File: src/rtl/regfile_mp_sb.sv
// Multi-ported register file: two write ports (W1 wins on conflict), two combinational reads,
// per-register busy scoreboard. Define REGFILE_BYPASS_EN for same-cycle write-to-read forwarding.
module regfile_mp_sb #(
    parameter int unsigned DATA_W = 32,
    parameter int unsigned NREGS  = 32,
    localparam int unsigned ADDR_W = $clog2(NREGS)
) (
    input  logic              clk,
    input  logic              rst_n,
    input  logic [ADDR_W-1:0] ra1,
    input  logic [ADDR_W-1:0] ra2,
    output logic [DATA_W-1:0] rd1,
    output logic [DATA_W-1:0] rd2,
    output logic              busy1,
    output logic              busy2,
    input  logic              we0,
    input  logic [ADDR_W-1:0] wa0,
    input  logic [DATA_W-1:0] wd0,
    input  logic              we1,
    input  logic [ADDR_W-1:0] wa1,
    input  logic [DATA_W-1:0] wd1,
    input  logic              issue,
    input  logic [ADDR_W-1:0] issue_addr
);

    logic [DATA_W-1:0] regs_q [NREGS];
    logic [DATA_W-1:0] regs_d [NREGS];
    logic [NREGS-1:0]  busy_q;
    logic [NREGS-1:0]  busy_d;

    // W1 is applied after W0 so load data overrides ALU data on an address conflict.
    always_comb begin
        regs_d = regs_q;
        if (we0) begin
            regs_d[wa0] = wd0;
        end
        if (we1) begin
            regs_d[wa1] = wd1;
        end
        regs_d[0] = '0;
    end

    // Clears first, then the issue set, so a new producer outranks a retiring one.
    always_comb begin
        busy_d = busy_q;
        if (we0) begin
            busy_d[wa0] = 1'b0;
        end
        if (we1) begin
            busy_d[wa1] = 1'b0;
        end
        if (issue) begin
            busy_d[issue_addr] = 1'b1;
        end
        busy_d[0] = 1'b0;
    end

    always_ff @(posedge clk or negedge rst_n) begin
        if (!rst_n) begin
            for (int i = 0; i < NREGS; i++) begin
                regs_q[i] <= '0;
            end
            busy_q <= '0;
        end else begin
            regs_q <= regs_d;
            busy_q <= busy_d;
        end
    end

    always_comb begin
        rd1   = regs_q[ra1];
        rd2   = regs_q[ra2];
        busy1 = busy_q[ra1];
        busy2 = busy_q[ra2];
`ifdef REGFILE_BYPASS_EN
        // Forwarding is suppressed while reset is held so outputs stay at zero.
        if (rst_n && ra1 != '0) begin
            if (we1 && wa1 == ra1) begin
                rd1 = wd1;
            end else if (we0 && wa0 == ra1) begin
                rd1 = wd0;
            end
            if (((we0 && wa0 == ra1) || (we1 && wa1 == ra1)) && !(issue && issue_addr == ra1)) begin
                busy1 = 1'b0;
            end
        end
        if (rst_n && ra2 != '0) begin
            if (we1 && wa1 == ra2) begin
                rd2 = wd1;
            end else if (we0 && wa0 == ra2) begin
                rd2 = wd0;
            end
            if (((we0 && wa0 == ra2) || (we1 && wa1 == ra2)) && !(issue && issue_addr == ra2)) begin
                busy2 = 1'b0;
            end
        end
`endif
    end

endmodule

File: config.mk
export PLATFORM = sky130hd
export DESIGN_NAME = regfile_mp_sb
export DESIGN_NICKNAME = d
export VERILOG_FILES = /design/src/rtl/regfile_mp_sb.sv
export SDC_FILE = /design/constraint.sdc
export NUM_CORES = 2
export LEC_CHECK = 0
export CORE_MARGIN = 5
export CORE_UTILIZATION = 57
export CTS_BUF_LIST = sky130_fd_sc_hd__clkbuf_4 sky130_fd_sc_hd__clkbuf_8 sky130_fd_sc_hd__clkbuf_16
export DETAILED_ROUTE_END_ITERATION = 6
export PLACE_DENSITY = 0.89
export SLEW_MARGIN = 10
export SYNTH_ARGS = -nofsm -noshare
export SYNTH_HDL_FRONTEND = slang
export SYNTH_SLANG_ARGS = --single-unit
File: constraint.sdc
create_clock -name clk -period 2.3 [get_ports clk]
set_input_delay 0.46 -clock clk [delete_from_list [all_inputs] [get_ports clk]]
set_output_delay 0.46 -clock clk [all_outputs]
set_load 0.1 [all_outputs]
==> reports/results.txt, run 1 <==
#FFs+latches synth: 1023
Mapped cell area: 0.06427 mm2
Starting density of the core: 0.5729
Number of distinct library cells after synthesis: 36
Largest net degree at the start of global routing: 91
GRT Util Overall: 0.7676
Cts bufs inserted: 107
Port bufs: 159
Synthesis Warnings: 0
Num ports: 160
Post-GRT worst EP: rd1[26]
Row count: 123
EDFF count, synth: 0
Post-DP HPWL: 175.2 mm
WEP type: top-level output
Top FF cell, synth: dfrtp_1
Avg Cell Area, Syn: 10.52 um2
Exit stage: 5_1_grt
Gr ovfl total: 165
Post-synthesis sequential area ratio: 0.3983
Max Root-Sink Buffers: 3
Err: [ERROR GRT-0232] Routing congestion too high. Check the congestion heatmap in the GUI.
Clk root buf: clkbuf_16
Area after DPL: 0.07504 mm2
GPL Wtd Cong: 1.014
Clock sink count: 1023
Status: stopped before the end
Syn Nets: 6206
Fraction of registers with async set/reset: 1.000
Htree depth: 3
Die Y-Extent: 345.8 um
Die W: 345.8 um
Post-Synthesis Cells: 6112
## cells in the mapped netlist (3+ instances only)
library cell / instances / share of area
buf_6: 44 / 0.0077
a21oi_1: 515 / 0.040
nor3b_1: 7 / 0.00082
nor2_2: 12 / 0.0012
a211oi_1: 66 / 0.0077
a22o_1: 201 / 0.027
clkbuf_1: 472 / 0.028
nor2_8: 4 / 0.0012
buf_4: 49 / 0.0057
dfrtp_1: 1023 / 0.40
nor3_1: 3 / 0.00023
nand3b_1: 6 / 0.00070
mux2_2: 66 / 0.012
nor2_1: 531 / 0.031
mux2i_1: 1190 / 0.19
o21ai_0: 457 / 0.036
buf_1: 50 / 0.0029
o21ai_1: 105 / 0.0082
o22ai_1: 66 / 0.0064
a32o_1: 12 / 0.0019
nand3_1: 3 / 0.00023
nor2b_1: 6 / 0.00058
and3_1: 5 / 0.00049
or3b_1: 5 / 0.00068
inv_1: 12 / 0.00070
o31ai_1: 66 / 0.0077
buf_2: 105 / 0.0082
and3b_1: 10 / 0.0014
nand2_1: 549 / 0.032
and2_1: 68 / 0.0066
mux4_2: 396 / 0.14
## metrics by stage
stage | util | std cells | setup slack, ns
floorplan | - | 6112 | -0.4878
global placement | 0.6688 | 7757 | -0.7116
detailed placement | 0.6688 | 7757 | -0.7157
CTS | 0.7104 | 8004 | -0.7035
## timing repair
action,in CTS
hold buffers,1
endpoints found under the hold margin,286
setup endpoints to repair,66
buffers inserted,54
gates cloned,6
gates resized for setup,89
pin swaps,134
## cells by family after synthesis
| logic type | count (synthesis) | share of synthesized area |
|---|---|---|
| multiplexers | 1652 | 0.3356 |
| AO/OA/AOI/OAI | 1488 | 0.1350 |
| AND/OR/NAND/NOR | 1215 | 0.07806 |
| flip-flops | 1023 | 0.3983 |
| buffers and inverters | 734 | 0.05303 |
## layer usage
layer  overflow  global-route usage
met1         13              0.7202
met2         71              0.8721
met3         17              0.7580
met4         60              0.6975
met5          4              0.6659
==> inputs of run 2 (changes only) <==
--- a/config.mk
+++ b/config.mk
@@ -6,10 +6,9 @@
 export NUM_CORES = 2
 export LEC_CHECK = 0
 export CORE_MARGIN = 5
-export CORE_UTILIZATION = 57
-export CTS_BUF_LIST = sky130_fd_sc_hd__clkbuf_4 sky130_fd_sc_hd__clkbuf_8 sky130_fd_sc_hd__clkbuf_16
+export CORE_UTILIZATION = 40
 export DETAILED_ROUTE_END_ITERATION = 6
-export PLACE_DENSITY = 0.89
+export PLACE_DENSITY_LB_ADDON = 0.15
 export SLEW_MARGIN = 10
 export SYNTH_ARGS = -nofsm -noshare
 export SYNTH_HDL_FRONTEND = slang
==> constraint.sdc (replaced) <==
create_clock -name clk -period 3 [get_ports clk]
set_input_delay 0.6 -clock clk [delete_from_list [all_inputs] [get_ports clk]]
set_output_delay 0.6 -clock clk [all_outputs]
set_load 0.1 [all_outputs]
==> reports/results.txt, run 2 <==
Status: finished, violations left
Failing checks: setup timing
Critical path, cell by cell: buf_16 -> bufbuf_16 -> buf_4 -> mux4_2 -> mux2i_1 -> and2_1 -> o31ai_4 -> buf_12
VDD IR-drop max: 0.4873 mV
GRT Max-Usage Layer: met2
DRT Pass-1 Iters: 6
Total power: 51.67 mW
Synthesis Warnings: 0
Max Root-Sink Buffers: 3
Crit start category: primary input
Met2 usage: 0.4819
#FFs+latches synth: 1023
Pwr/cell area: 639.1 mW/mm2
Die Y-Extent: 410.9 um
Top FF cell, synth: dfrtp_1
Fin. Hold Viols: 0
Critical Path Sink Type: output pin
ANT nets after route: 0
Synth area leader: dfrtp_1
FMAX: 306.6 MHz
Count leader, synth: mux2i_1
Hold Crit Class: primary input to asynchronous set/reset pin
Crit path DAT: 2.66 ns
Top reg by flops: regs_q
LEAKAGE: 35.24 nW
Final Non-Filler Cells: 8640
Crit Path Class: primary input to output pin
Core area: 0.1602 mm2
Placed Instances: 8315
TNS Setup: -6.528 ns
GRT Util Overall: 0.3175
Num ports: 160
GR Util met1: 0.4464
Mapped cell area: 0.06427 mm2
Post-Synthesis Cells: 6112
Dpl ws: -0.4733 ns
Syn Nets: 6206
Number of flip-flops in the largest register: 992
Regs by FF count: regs_q x992, busy_q x31
Final min period: 3.262 ns
Clk root buf: clkbuf_16
Max Slew Vio Count: 0
DRT iter0 DRCs: 5837
Area contributors post-synth: dfrtp_1 (40%), mux2i_1 (19%), mux4_2 (14%), a21oi_1 (4.0%), o21ai_0 (3.6%)
Met3 GRT Util: 0.06591
Cts bufs inserted: 119
Setup ws final: -0.2621 ns
Fraction of registers with async set/reset: 1.000
Fin crit share: 1.087
Req. time, crit path: 2.40 ns
Commonest cells post-synth: mux2i_1 (1190), dfrtp_1 (1023), nand2_1 (549), nor2_1 (531), a21oi_1 (515)
Hold slack final: 0.3491 ns
Full die area: 0.1688 mm2
RSZ-0062 raised after global routing: yes
Max incr delay on CP: 0.60 ns
Final WL: 274.9 mm
Slowest cell on crit path: o31ai_4
Rel. slew slack: 0.4144
Most common cell after layout, fill and taps aside: mux2i_1
FILL cells: 14130
Port bufs: 159
Clk_lat worst skew: 0.75 ns
Buf/Inv on CP: 4
Routed vias: 53510
Htree depth: 3
GPL Wtd Cong: 0.8813
Starting density of the core: 0.4012
Layout Nets: 6472
TritonCTS clock tree: yes
Largest net degree at the start of global routing: 128
Via density: 6.193
Number of distinct library cells after synthesis: 36
CP Max Fanout: 8
R2R Setup Slk: 1.99 ns
Highest-count cells in the layout ignoring fill and taps: mux2i_1 (1190), dfrtp_1 (1023), nand2_1 (516)
Final setup fails: 64
Avg Cell Area, Syn: 10.52 um2
Row count: 147
Layout cells sized above 1: 0.2625
Die W: 410.9 um
EDFF count, synth: 0
Tightest Pin Transition: 0.8765 ns
Initial antenna violation count: 8
Global-route wire length before repair: 391.5 mm
Setup Skew: 0 ns
Gr ovfl total: 0
Area grow syn2layout: 25.80%
Post-synthesis sequential area ratio: 0.3983
CP top delay family: buffers and inverters
WL/cell: 31.82 um
Clock sink count: 1023
CTS clk-pin slew, worst paths: 0.06 ns
Top cell type's share of synthesized area: 0.3983
Vias in the first global route: 51770
Post-DP HPWL: 175.0 mm
Max-cap viol count: 0
DRC: 0
-- run 2: logic make-up after synthesis --
group / synth area share
buffers and inverters: 0.05303
and+or+nand+nor: 0.07806
AOI/OAI and AO/OA: 0.1350
DFF: 0.3983
muxes: 0.3356
-- run 2: area by class of cell --
cell class	count	area [um2]	share of cell area
Multi-Input combinational cell	4355	37180	0.4598
Sequential cell	1023	25600	0.3166
Clock inverter	45	407.9	0.005045
Tap cell	2160	2703	0.03342
Clock buffer	175	3548	0.04389
Inverter	12	45.04	0.0005571
Timing Repair Buffer	867	11370	0.1406
Antenna cell	3	7.507	0.00009285
-- run 2: worst reg2reg max path, stage by stage (launching register included) --
cell and delay, ns:
dfrtp_1 0.40, buf_4 0.14, buf_4 0.12, mux2i_1 0.13, a21oi_1 0.09
-- run 2: metal layers --
layer | part of all wire | routed length, um | up-vias
li1 | - | - | 22950
met1 | 0.42 | 116300 | 27120
met2 | 0.44 | 121900 | 2824
met3 | 0.089 | 24380 | 614
met4 | 0.045 | 12410 | 4
met5 | 0.00012 | 32 | -
-- run 2: repair_timing --
| item | in CTS | in global routing |
|---|---|---|
| gates cloned | 12 | 7 |
| resized for setup | 115 | 96 |
| setup endpoints to repair | 66 | 66 |
| hold endpoints to repair | 26 | 0 |
| hold buffers | 1 | 0 |
| setup buffers | 53 | 54 |
| pin swaps | 133 | 70 |
-- run 2: per-stage QoR --
stage	area (um2)	util
after detailed placement	74770	0.4667
final	80860	0.5047
after global routing	80850	0.5047
after floorplan	65390	-
after global placement	74770	0.4667
after CTS	79940	0.4990
-- run 2: worst paths after layout --
kind	startpoint	endpoint	cells past startpoint
min in group clk	busy_q[17]	busy_q[17]	1
max in group asynchronous	rst_n	regs_q[22]	4
min	rst_n	regs_q[355]	2
max	ra2[0]	rd2[30]	8
max reg2reg	regs_q[11]	regs_q[11]	4
min reg2reg	busy_q[17]	busy_q[17]	1
-- run 2: power by group --
| group | switching (mW) | internal (mW) | total [mW] |
|---|---|---|---|
| Clock | 6.42 | 8.58 | 15.0 |
| Combinational | 7.92 | 8.26 | 16.2 |
| Sequential | 3.03 | 17.5 | 20.5 |
| Total | 17.4 | 34.3 | 51.7 |
No activity file was read; power rests on OpenSTA's default activity.
